$ cat src/rtl/mem_stage.sv
// mem_stage: data-memory pipeline stage between execute and write-back.
// Single-entry stage: accepts one instruction, performs its load/store over a
// req/ack bus when needed, then holds the result until write-back takes it.
module mem_stage #(
   parameter int unsigned BITSIZE = 32
) (
   input  logic               clk,
   input  logic               resetn_i,
   // execute side
   input  logic               EX_MEM_give_i,
   output logic               MEM_EX_get_o,
   input  logic [31:0]        EX_MEM_instruction_i,
   input  logic [BITSIZE-1:0] EX_MEM_result_i,
   input  logic [BITSIZE-1:0] EX_MEM_rs2_i,
   // write-back side
   output logic               MEM_WB_give_o,
   input  logic               WB_MEM_get_i,
   output logic [31:0]        MEM_WB_instruction_o,
   output logic [BITSIZE-1:0] MEM_WB_data_o,
   // data memory bus
   output logic               mem_req_o,
   output logic               mem_we_o,
   output logic [BITSIZE-1:0] mem_addr_o,
   output logic [BITSIZE-1:0] mem_wdata_o,
   output logic [3:0]         mem_be_o,
   input  logic [BITSIZE-1:0] mem_rdata_i,
   input  logic               mem_ack_i
);

   localparam int unsigned OPC_W   = 7;
   localparam int unsigned F3_W    = 3;
   localparam int unsigned BE_W    = 4;
   localparam logic [OPC_W-1:0] OPC_LOAD  = 7'b0000011;
   localparam logic [OPC_W-1:0] OPC_STORE = 7'b0100011;

   typedef enum logic [1:0] {
      ST_GET    = 2'd0,
      ST_ACCESS = 2'd1,
      ST_GIVE   = 2'd2
   } state_e;

   state_e state_q, state_d;

   logic               get_q, get_d;
   logic               give_q, give_d;
   logic               req_q, req_d;
   logic               we_q, we_d;
   logic [BE_W-1:0]    be_q, be_d;
   logic [31:0]        instr_q, instr_d;
   logic [BITSIZE-1:0] data_q, data_d;
   logic [BITSIZE-1:0] addr_q, addr_d;
   logic [BITSIZE-1:0] wdata_q, wdata_d;
   logic [1:0]         ofs_q, ofs_d;

   logic accept_c;
   logic done_c;

   // Opcode classification helpers.
   function automatic logic is_load(input logic [31:0] ins);
      return ins[OPC_W-1:0] == OPC_LOAD;
   endfunction

   function automatic logic is_store(input logic [31:0] ins);
      return ins[OPC_W-1:0] == OPC_STORE;
   endfunction

   // Byte enables for a store of the given size at byte offset a.
   function automatic logic [BE_W-1:0] store_be(input logic [F3_W-1:0] f3,
                                                input logic [1:0] a);
      logic [BE_W-1:0] be;
      case (f3)
         3'b000, 3'b100: be = BE_W'(4'b0001 << a);
         3'b001, 3'b101: be = a[1] ? 4'b1100 : 4'b0011;
         default:        be = 4'b1111;
      endcase
      return be;
   endfunction

   // Store data replicated across every lane it may land in.
   function automatic logic [BITSIZE-1:0] store_data(input logic [F3_W-1:0] f3,
                                                     input logic [BITSIZE-1:0] rs2);
      logic [BITSIZE-1:0] wd;
      case (f3)
         3'b000, 3'b100: wd = {4{rs2[7:0]}};
         3'b001, 3'b101: wd = {2{rs2[15:0]}};
         default:        wd = rs2;
      endcase
      return wd;
   endfunction

   // Select the addressed byte/half from the read word and extend it.
   function automatic logic [BITSIZE-1:0] load_ext(input logic [F3_W-1:0] f3,
                                                   input logic [1:0] a,
                                                   input logic [BITSIZE-1:0] rd);
      logic [7:0]         b;
      logic [15:0]        h;
      logic [BITSIZE-1:0] r;
      b = 8'(rd >> {a, 3'b000});
      h = a[1] ? rd[31:16] : rd[15:0];
      case (f3)
         3'b000:  r = {{(BITSIZE-8){b[7]}}, b};
         3'b100:  r = {{(BITSIZE-8){1'b0}}, b};
         3'b001:  r = {{(BITSIZE-16){h[15]}}, h};
         3'b101:  r = {{(BITSIZE-16){1'b0}}, h};
         default: r = rd;
      endcase
      return r;
   endfunction

   assign accept_c = (state_q == ST_GET) && get_q && EX_MEM_give_i;
   assign done_c   = (state_q == ST_ACCESS) && mem_ack_i;

   // State register.
   always_ff @(posedge clk or negedge resetn_i) begin
      if (!resetn_i) state_q <= ST_GET;
      else           state_q <= state_d;
   end

   // Next-state logic.
   always_comb begin
      state_d = state_q;
      case (state_q)
         ST_GET: begin
            if (accept_c) begin
               if (is_load(EX_MEM_instruction_i) || is_store(EX_MEM_instruction_i))
                  state_d = ST_ACCESS;
               else
                  state_d = ST_GIVE;
            end
         end
         ST_ACCESS: if (mem_ack_i) state_d = ST_GIVE;
         ST_GIVE:   if (WB_MEM_get_i && give_q) state_d = ST_GET;
         default:   state_d = ST_GET;
      endcase
   end

   // Handshake and bus-control outputs for the state being entered.
   always_comb begin
      get_d  = 1'b0;
      give_d = 1'b0;
      req_d  = 1'b0;
      we_d   = 1'b0;
      be_d   = '0;
      case (state_d)
         ST_GET:  get_d  = 1'b1;
         ST_GIVE: give_d = 1'b1;
         ST_ACCESS: begin
            req_d = 1'b1;
            if (is_store(instr_d)) begin
               we_d = 1'b1;
               be_d = store_be(instr_d[14:12], ofs_d);
            end
         end
         default: ;
      endcase
   end

   // Payload capture on accept and load-data capture on ack.
   always_comb begin
      instr_d = instr_q;
      data_d  = data_q;
      addr_d  = addr_q;
      wdata_d = wdata_q;
      ofs_d   = ofs_q;
      if (accept_c) begin
         instr_d = EX_MEM_instruction_i;
         data_d  = EX_MEM_result_i;
         ofs_d   = EX_MEM_result_i[1:0];
         if (is_load(EX_MEM_instruction_i) || is_store(EX_MEM_instruction_i))
            addr_d = {EX_MEM_result_i[BITSIZE-1:2], 2'b00};
         if (is_store(EX_MEM_instruction_i))
            wdata_d = store_data(EX_MEM_instruction_i[14:12], EX_MEM_rs2_i);
      end
      if (done_c && is_load(instr_q))
         data_d = load_ext(instr_q[14:12], ofs_q, mem_rdata_i);
   end

   // Output and payload registers.
   always_ff @(posedge clk or negedge resetn_i) begin
      if (!resetn_i) begin
         get_q   <= 1'b0;
         give_q  <= 1'b0;
         req_q   <= 1'b0;
         we_q    <= 1'b0;
         be_q    <= '0;
         instr_q <= '0;
         data_q  <= '0;
         addr_q  <= '0;
         wdata_q <= '0;
         ofs_q   <= '0;
      end else begin
         get_q   <= get_d;
         give_q  <= give_d;
         req_q   <= req_d;
         we_q    <= we_d;
         be_q    <= be_d;
         instr_q <= instr_d;
         data_q  <= data_d;
         addr_q  <= addr_d;
         wdata_q <= wdata_d;
         ofs_q   <= ofs_d;
      end
   end

   assign MEM_EX_get_o         = get_q;
   assign MEM_WB_give_o        = give_q;
   assign MEM_WB_instruction_o = instr_q;
   assign MEM_WB_data_o        = data_q;
   assign mem_req_o            = req_q;
   assign mem_we_o             = we_q;
   assign mem_be_o             = be_q;
   assign mem_addr_o           = addr_q;
   assign mem_wdata_o          = wdata_q;

endmodule

$ cat config.mk
export PLATFORM = sky130hd
export DESIGN_NAME = mem_stage
export DESIGN_NICKNAME = d
export VERILOG_FILES = /design/src/rtl/mem_stage.sv
export SDC_FILE = /design/constraint.sdc
export NUM_CORES = 1
export LEC_CHECK = 0
export BUFFER_PORTS_ARGS = -buffer_cell sky130_fd_sc_hd__buf_2
export CAP_MARGIN = 30
export CORE_UTILIZATION = 52
export DETAILED_ROUTE_END_ITERATION = 16
export PLACE_DENSITY = 0.94
export SYNTH_ARGS = -nofsm -noshare
export SYNTH_HDL_FRONTEND = slang
export SYNTH_SLANG_ARGS = --single-unit
$ cat constraint.sdc
create_clock -name clk -period 3.5 [get_ports clk]
set_clock_uncertainty 0.15 [all_clocks]
set_input_delay 0.7 -clock clk [delete_from_list [all_inputs] [get_ports clk]]
set_output_delay 0.7 -clock clk [all_outputs]
set_load 0.005 [all_outputs]
**Word level (Yosys, flattened, before mapping)**

Cells that the tools add are included.

- Eq/ne operators: 17
- Shifts and indexed selects: 2
- Mux-type cells: 21
- Reduce and logical (&&, ||, !) cells: 18

Operators with widths:

| cell | number |
|---|---|
| case mux 32 bit (4 select lines) | 1 |
| 2-to-1 mux 32 bit | 2 |
| case mux 32 bit (2 select lines) | 1 |
| right shift 32 x 5 -> 8 bit | 1 |
| equality test 3 bit, second input constant | 6 |
| 2-to-1 mux 16 bit | 1 |
| 2-to-1 mux 15 bit | 1 |
| equality test 7 x 2 -> 1 bit, second input constant | 2 |
| equality test 7 x 6 -> 1 bit, second input constant | 2 |
| 2-to-1 mux 4 bit | 3 |
| 2-to-1 mux 2 bit | 5 |
| equality test 3 x 1 -> 1 bit, second input constant | 3 |
| logical NOT 3 bit | 3 |
| case mux 4 bit (2 select lines) | 1 |
| OR reduction 2 bit | 4 |
| case mux 2 bit (3 select lines) | 1 |
| logical AND 1 bit | 5 |
| 2-to-1 mux 1 bit | 5 |
| equality test 2 x 1 -> 1 bit, second input constant | 2 |
| equality test 2 bit, second input constant | 2 |
| logical NOT 2 bit | 2 |
| AND reduction 2 bit | 2 |
| << shifter 1 x 2 -> 4 bit, first input constant | 1 |
| nonzero test 2 bit | 1 |
| logical OR 1 bit | 1 |

- Register bits after elaboration: 138
- Input bits: 133
- Output and inout port bits: 136
- Logic and storage cells: 70

**Longest topological paths before layout**

- Depth after elaboration: 9
- Gate-level depth with buffers: 7
- Mapped depth without buffers: 4

**Worst setup path after synthesis**

Ideal clock, no wire load.

- Path kind: input to register
- Start point: input port EX_MEM_give_i
- End point: register wdata_q[6], in the netlist mem_wdata_o[6]
- Arrival: 1748 ps
- Data required time: 3225 ps
- Setup slack: 1477 ps
- Stages on the path: 6
- Cells stage by stage: nor4bb_1 -> buf_2 -> nand4_1 -> buf_2 -> buf_6 -> mux2_4

- Word-level cells in the longest chain between the ends: 2

RTL lines:

| element | line | text |
|---|---|---|
| from (decl) | 10 | `input logic EX_MEM_give_i,` |
| logical AND 1 bit | 110 | `assign accept_c = (state_q == ST_GET) && get_q && EX_MEM_give_i;` |
| AND reduction 2 bit (no line) | - |  |
| to (signal assigned) | 200 | `wdata_q <= wdata_d;` |
| to (decl) | 52 | `logic [BITSIZE-1:0] wdata_q, wdata_d;` |

Every way passes these cells.
A chain may end at the register's enable or synchronous reset.

**Final worst setup path**

- Start point: register ofs_q[1]
- End point: register data_q[17], in the netlist MEM_WB_data_o[17]

- Word-level cells in the longest chain between the ends: 3

RTL lines:

| element | line | text |
|---|---|---|
| from (decl) | 53 | `logic [1:0] ofs_q, ofs_d;` |
| from (signal assigned) | 201 | `ofs_q <= ofs_d;` |
| right shift 32 x 5 -> 8 bit / 2-to-1 mux 16 bit (equally long branches) | 98, 99 |  |
| case mux 32 bit (4 select lines) * | 100 | `case (f3)` |
| 2-to-1 mux 32 bit * | 174 | `if (done_c && is_load(instr_q))` |
| to (signal assigned) | 198 | `data_q <= data_d;` |
| to (decl) | 50 | `logic [BITSIZE-1:0] data_q, data_d;` |

Mark *: on every way between the ends. The rest lies on a longest branch, timed or not.

==> metrics.md <==
| Metric | Value |
|---|---|
| RSZ-0062 raised after global routing | `no` |
| Die Area | `roughly 0.013 mm2` |
| Detailed Place HPWL | `13.92 mm` |
| Fin crit period | `~2.5 ns` |
| Pre-CTS WS | `around 1.0 ns` |
| Ys Warns | `0` |
| Startpoint Class | `flop` |
| Critical Path Sink | `MEM_WB_data_o[17]` |
| Post-route insts no fill | `1096` |
| Worst r2r src | `ofs_q[1]` |
| Input/output buffers | `266` |
| I/O pin count | `269` |
| Worst slew pin tran | `between 0.9 and 1 ns` |
| Final setup violation count | `0` |
| CTS Root Cell | `clkbuf_16` |
| GRT Util Overall | `30.51%` |
| CP Class | `flop to flop` |
| Cells after Synth | `approximately 670` |
| FMAX | `407.9 MHz` |
| Row count | `40` |
| Seq/Total Area, Yosys | `52.50%` |
| Initial core utilization | `54.08%` |
| Distinct cells, synth | `47` |
| Die Span X | `~110 um` |
| Critical path data required time | `about 3.6 ns` |
| Clock latency on the worst-skew pair | `0.41 ns` |
| Mux contribution to synthesized area | `14.57%` |
| Max transition margin | `33.83%` |
| CTS Buffer Depth | `2` |
| Reg2Reg Setup Slack | `1.05 ns` |
| Drt pass-1 iters | `5` |
| Post-synth ARST share | `100.0%` |
| Post-CTS Hold Fix Bufs | `0` |
| Critical path peak fanout | `26` |
| WP data arrival | `2.57 ns` |
| Postcts setup bufs | `0` |
| Syn-to-layout area delta | `31.41%` |
| Worst r2r dst | `MEM_WB_data_o[17]` |
| Worst R2R Path Depth | `4` |
| Syn Std Cell Area | `about 0.0066 mm2` |
| Synth Area in Adders | `0%` |
| Die H | `114.5 um` |
| Placed insts | `1064` |
| Clk slew on worst S/H paths | `0.06 ns` |
| Final period utilization | `between 70% and 80%` |
| Post-synth top flop | `dfrtp_1` |
| Number of flops mapped to enable cells by yosys | `0` |
| Syn_area_per_cell | `about 9.9 um2` |
| DRT antenna net count | `0` |
| Status | `finished clean` |
| Routability cong. | `0.8742` |
| Initial antenna violation count | `0` |
| DR WL/cell | `around 17 um` |
| VDD IR-drop max | `~0.00051 V` |
| Cts repair resizes | `0` |
| Clk sinks | `about 140` |
| Compound-Gate Fraction of Synth Area | `10.10%` |
| Layout cell share with drive strength beyond 1 | `39.48%` |
| WL final | `19.18 mm` |
| GRT overflow | `0` |
| Pwr per Cell Area | `733.9 mW/mm2` |
| Via total after detailed routing | `6042` |
| Leak | `4.644 nW` |
| First-pass GRT wire length | `30.15 mm` |
| Residual DRC | `0` |
| CTS Buf Count | `17` |
| Core area | `0.01216 mm2` |
| Hold Fails Final Rpt | `0` |
| Final Util | `71.07%` |
| Number of global-route vias before repair | `just over 6000` |
| Initial DRC Count | `451` |
| Fin Setup TNS | `0 ns` |
| Combinational family with the most area after synthesis | `simple AND/OR/NAND/NOR gates` |
| # H-tree levels | `4` |
| Kind of end point of the critical path | `flop` |
| Yosys reg bits | `138` |
| XOR/XNOR Fraction of Synth Area | `0%` |
| Worst hold path class | `primary input to async pin` |
| Via density | `5.513` |
| CTS tree | `done` |
| Critical Path Start | `ofs_q[1]` |
| Max_cap viols | `0` |
| # nets final | `1048` |
| Slack of the critical path | `1.049 ns` |
| Largest net degree at the start of global routing | `66` |
| Max Slew Vio Count | `0` |
| Synth Area in Simple Gates | `between 10% and 20%` |
-- Yosys cell counts (10+ instances only) --
library cell,count,share of area [%]
a21oi_1,28,2.1
a31oi_1,16,1.5
and3_1,16,1.5
buf_2,19,1.4
clkbuf_1,22,1.3
dfrtp_1,138,53
mux2_2,43,7.4
mux2i_1,41,6.2
nand2_1,189,11
nand2b_1,11,1.0
nand3_1,10,0.76
nor2_1,16,0.91
nor2b_1,10,0.95
o21ai_0,38,2.9
-- cells by family after synthesis --
kind of cell / Yosys count
flip-flops: 138
AO/OA/AOI/OAI: 109
buffers and inverters: 53
other: 1
AND/OR/NAND/NOR: 277
multiplexers: 88
-- power breakdown --
part           internal (mW)  switching, mW  total [mW]
Clock                   1.21          0.646        1.86
Sequential              2.06          0.377        2.43
Combinational          0.959           1.09        2.05
Total                   4.23           2.12        6.34
-- metal layers --
layer	vias up	track usage [%]	wire length, um
met4	0	14.46	667
met2	324	52.48	9723
li1	2766	-	-
met1	2895	34.34	7086
met5	-	0	0
met3	57	9.899	1701
-- stage by stage --
stage	area, um2	hold slack [ns]	total power [mW]
floorplan	6581	0.2544	3.574
global placement	8025	0.3032	4.357
detailed placement	8025	0.3078	4.475
CTS	8641	0.1289	6.353
global route	8641	0.1457	6.719
finish	8643	0.1126	6.343
-- area by class of cell --
cell class	instances	area, um2
Fill cell	874	3518
Sequential cell	138	3453
Multi-Input combinational cell	476	2907
Timing Repair Buffer	278	1440
Clock buffer	25	505.5
Tap cell	168	210.2
Clock inverter	6	110.1
Inverter	4	15.01
Antenna cell	1	2.502
-- state kept, by name, summed over array words and instances (netlist names), named ones only --
name and flops:
MEM_EX_get_o 1, state_q 2, ofs_q 2, mem_addr_o 30, mem_req_o 1, MEM_WB_data_o 32
mem_we_o 1, mem_wdata_o 32, MEM_WB_give_o 1, MEM_WB_instruction_o 31, mem_be_o 4
-- placed cells by master, fill, tap and decap left out, types with 3 or more instances in the layout --
| master | n |
|---|---|
| a21oi_1 | 28 |
| clkbuf_16 | 17 |
| nor3b_1 | 3 |
| a31o_2 | 7 |
| mux2i_1 | 41 |
| nor2b_1 | 10 |
| nor3_1 | 3 |
| and3_1 | 16 |
| nand3_1 | 10 |
| nand2_1 | 189 |
| bufinv_16 | 3 |
| nand2b_1 | 11 |
| buf_2 | 265 |
| buf_4 | 11 |
| o21ai_0 | 38 |
| mux2_2 | 43 |
| nor2_1 | 16 |
| clkbuf_8 | 5 |
| inv_1 | 4 |
| a31oi_1 | 16 |
| dfrtp_1 | 138 |
| a22oi_1 | 6 |
| clkbuf_1 | 3 |
| and2_1 | 8 |
-- worst min-delay path by stage --
stage,start,to,slack [ns]
4_1_cts,resetn_i,mem_addr_o[6],0.13
3_3_place_gp,MEM_WB_instruction_o[11],MEM_WB_instruction_o[11],0.30
3_5_place_dp,MEM_WB_instruction_o[11],MEM_WB_instruction_o[11],0.31
5_1_grt,resetn_i,mem_addr_o[6],0.15
6_report,resetn_i,MEM_WB_data_o[3],0.11
2_1_floorplan,resetn_i,MEM_EX_get_o,0.25
-- critical path, cell delays in order (launching register included) --
cell	delay (ns)
dfrtp_1	0.83
mux4_2	0.60
nor3b_2	0.19
o21bai_4	0.37
a31oi_1	0.16
(Power assumes the default switching activity.)
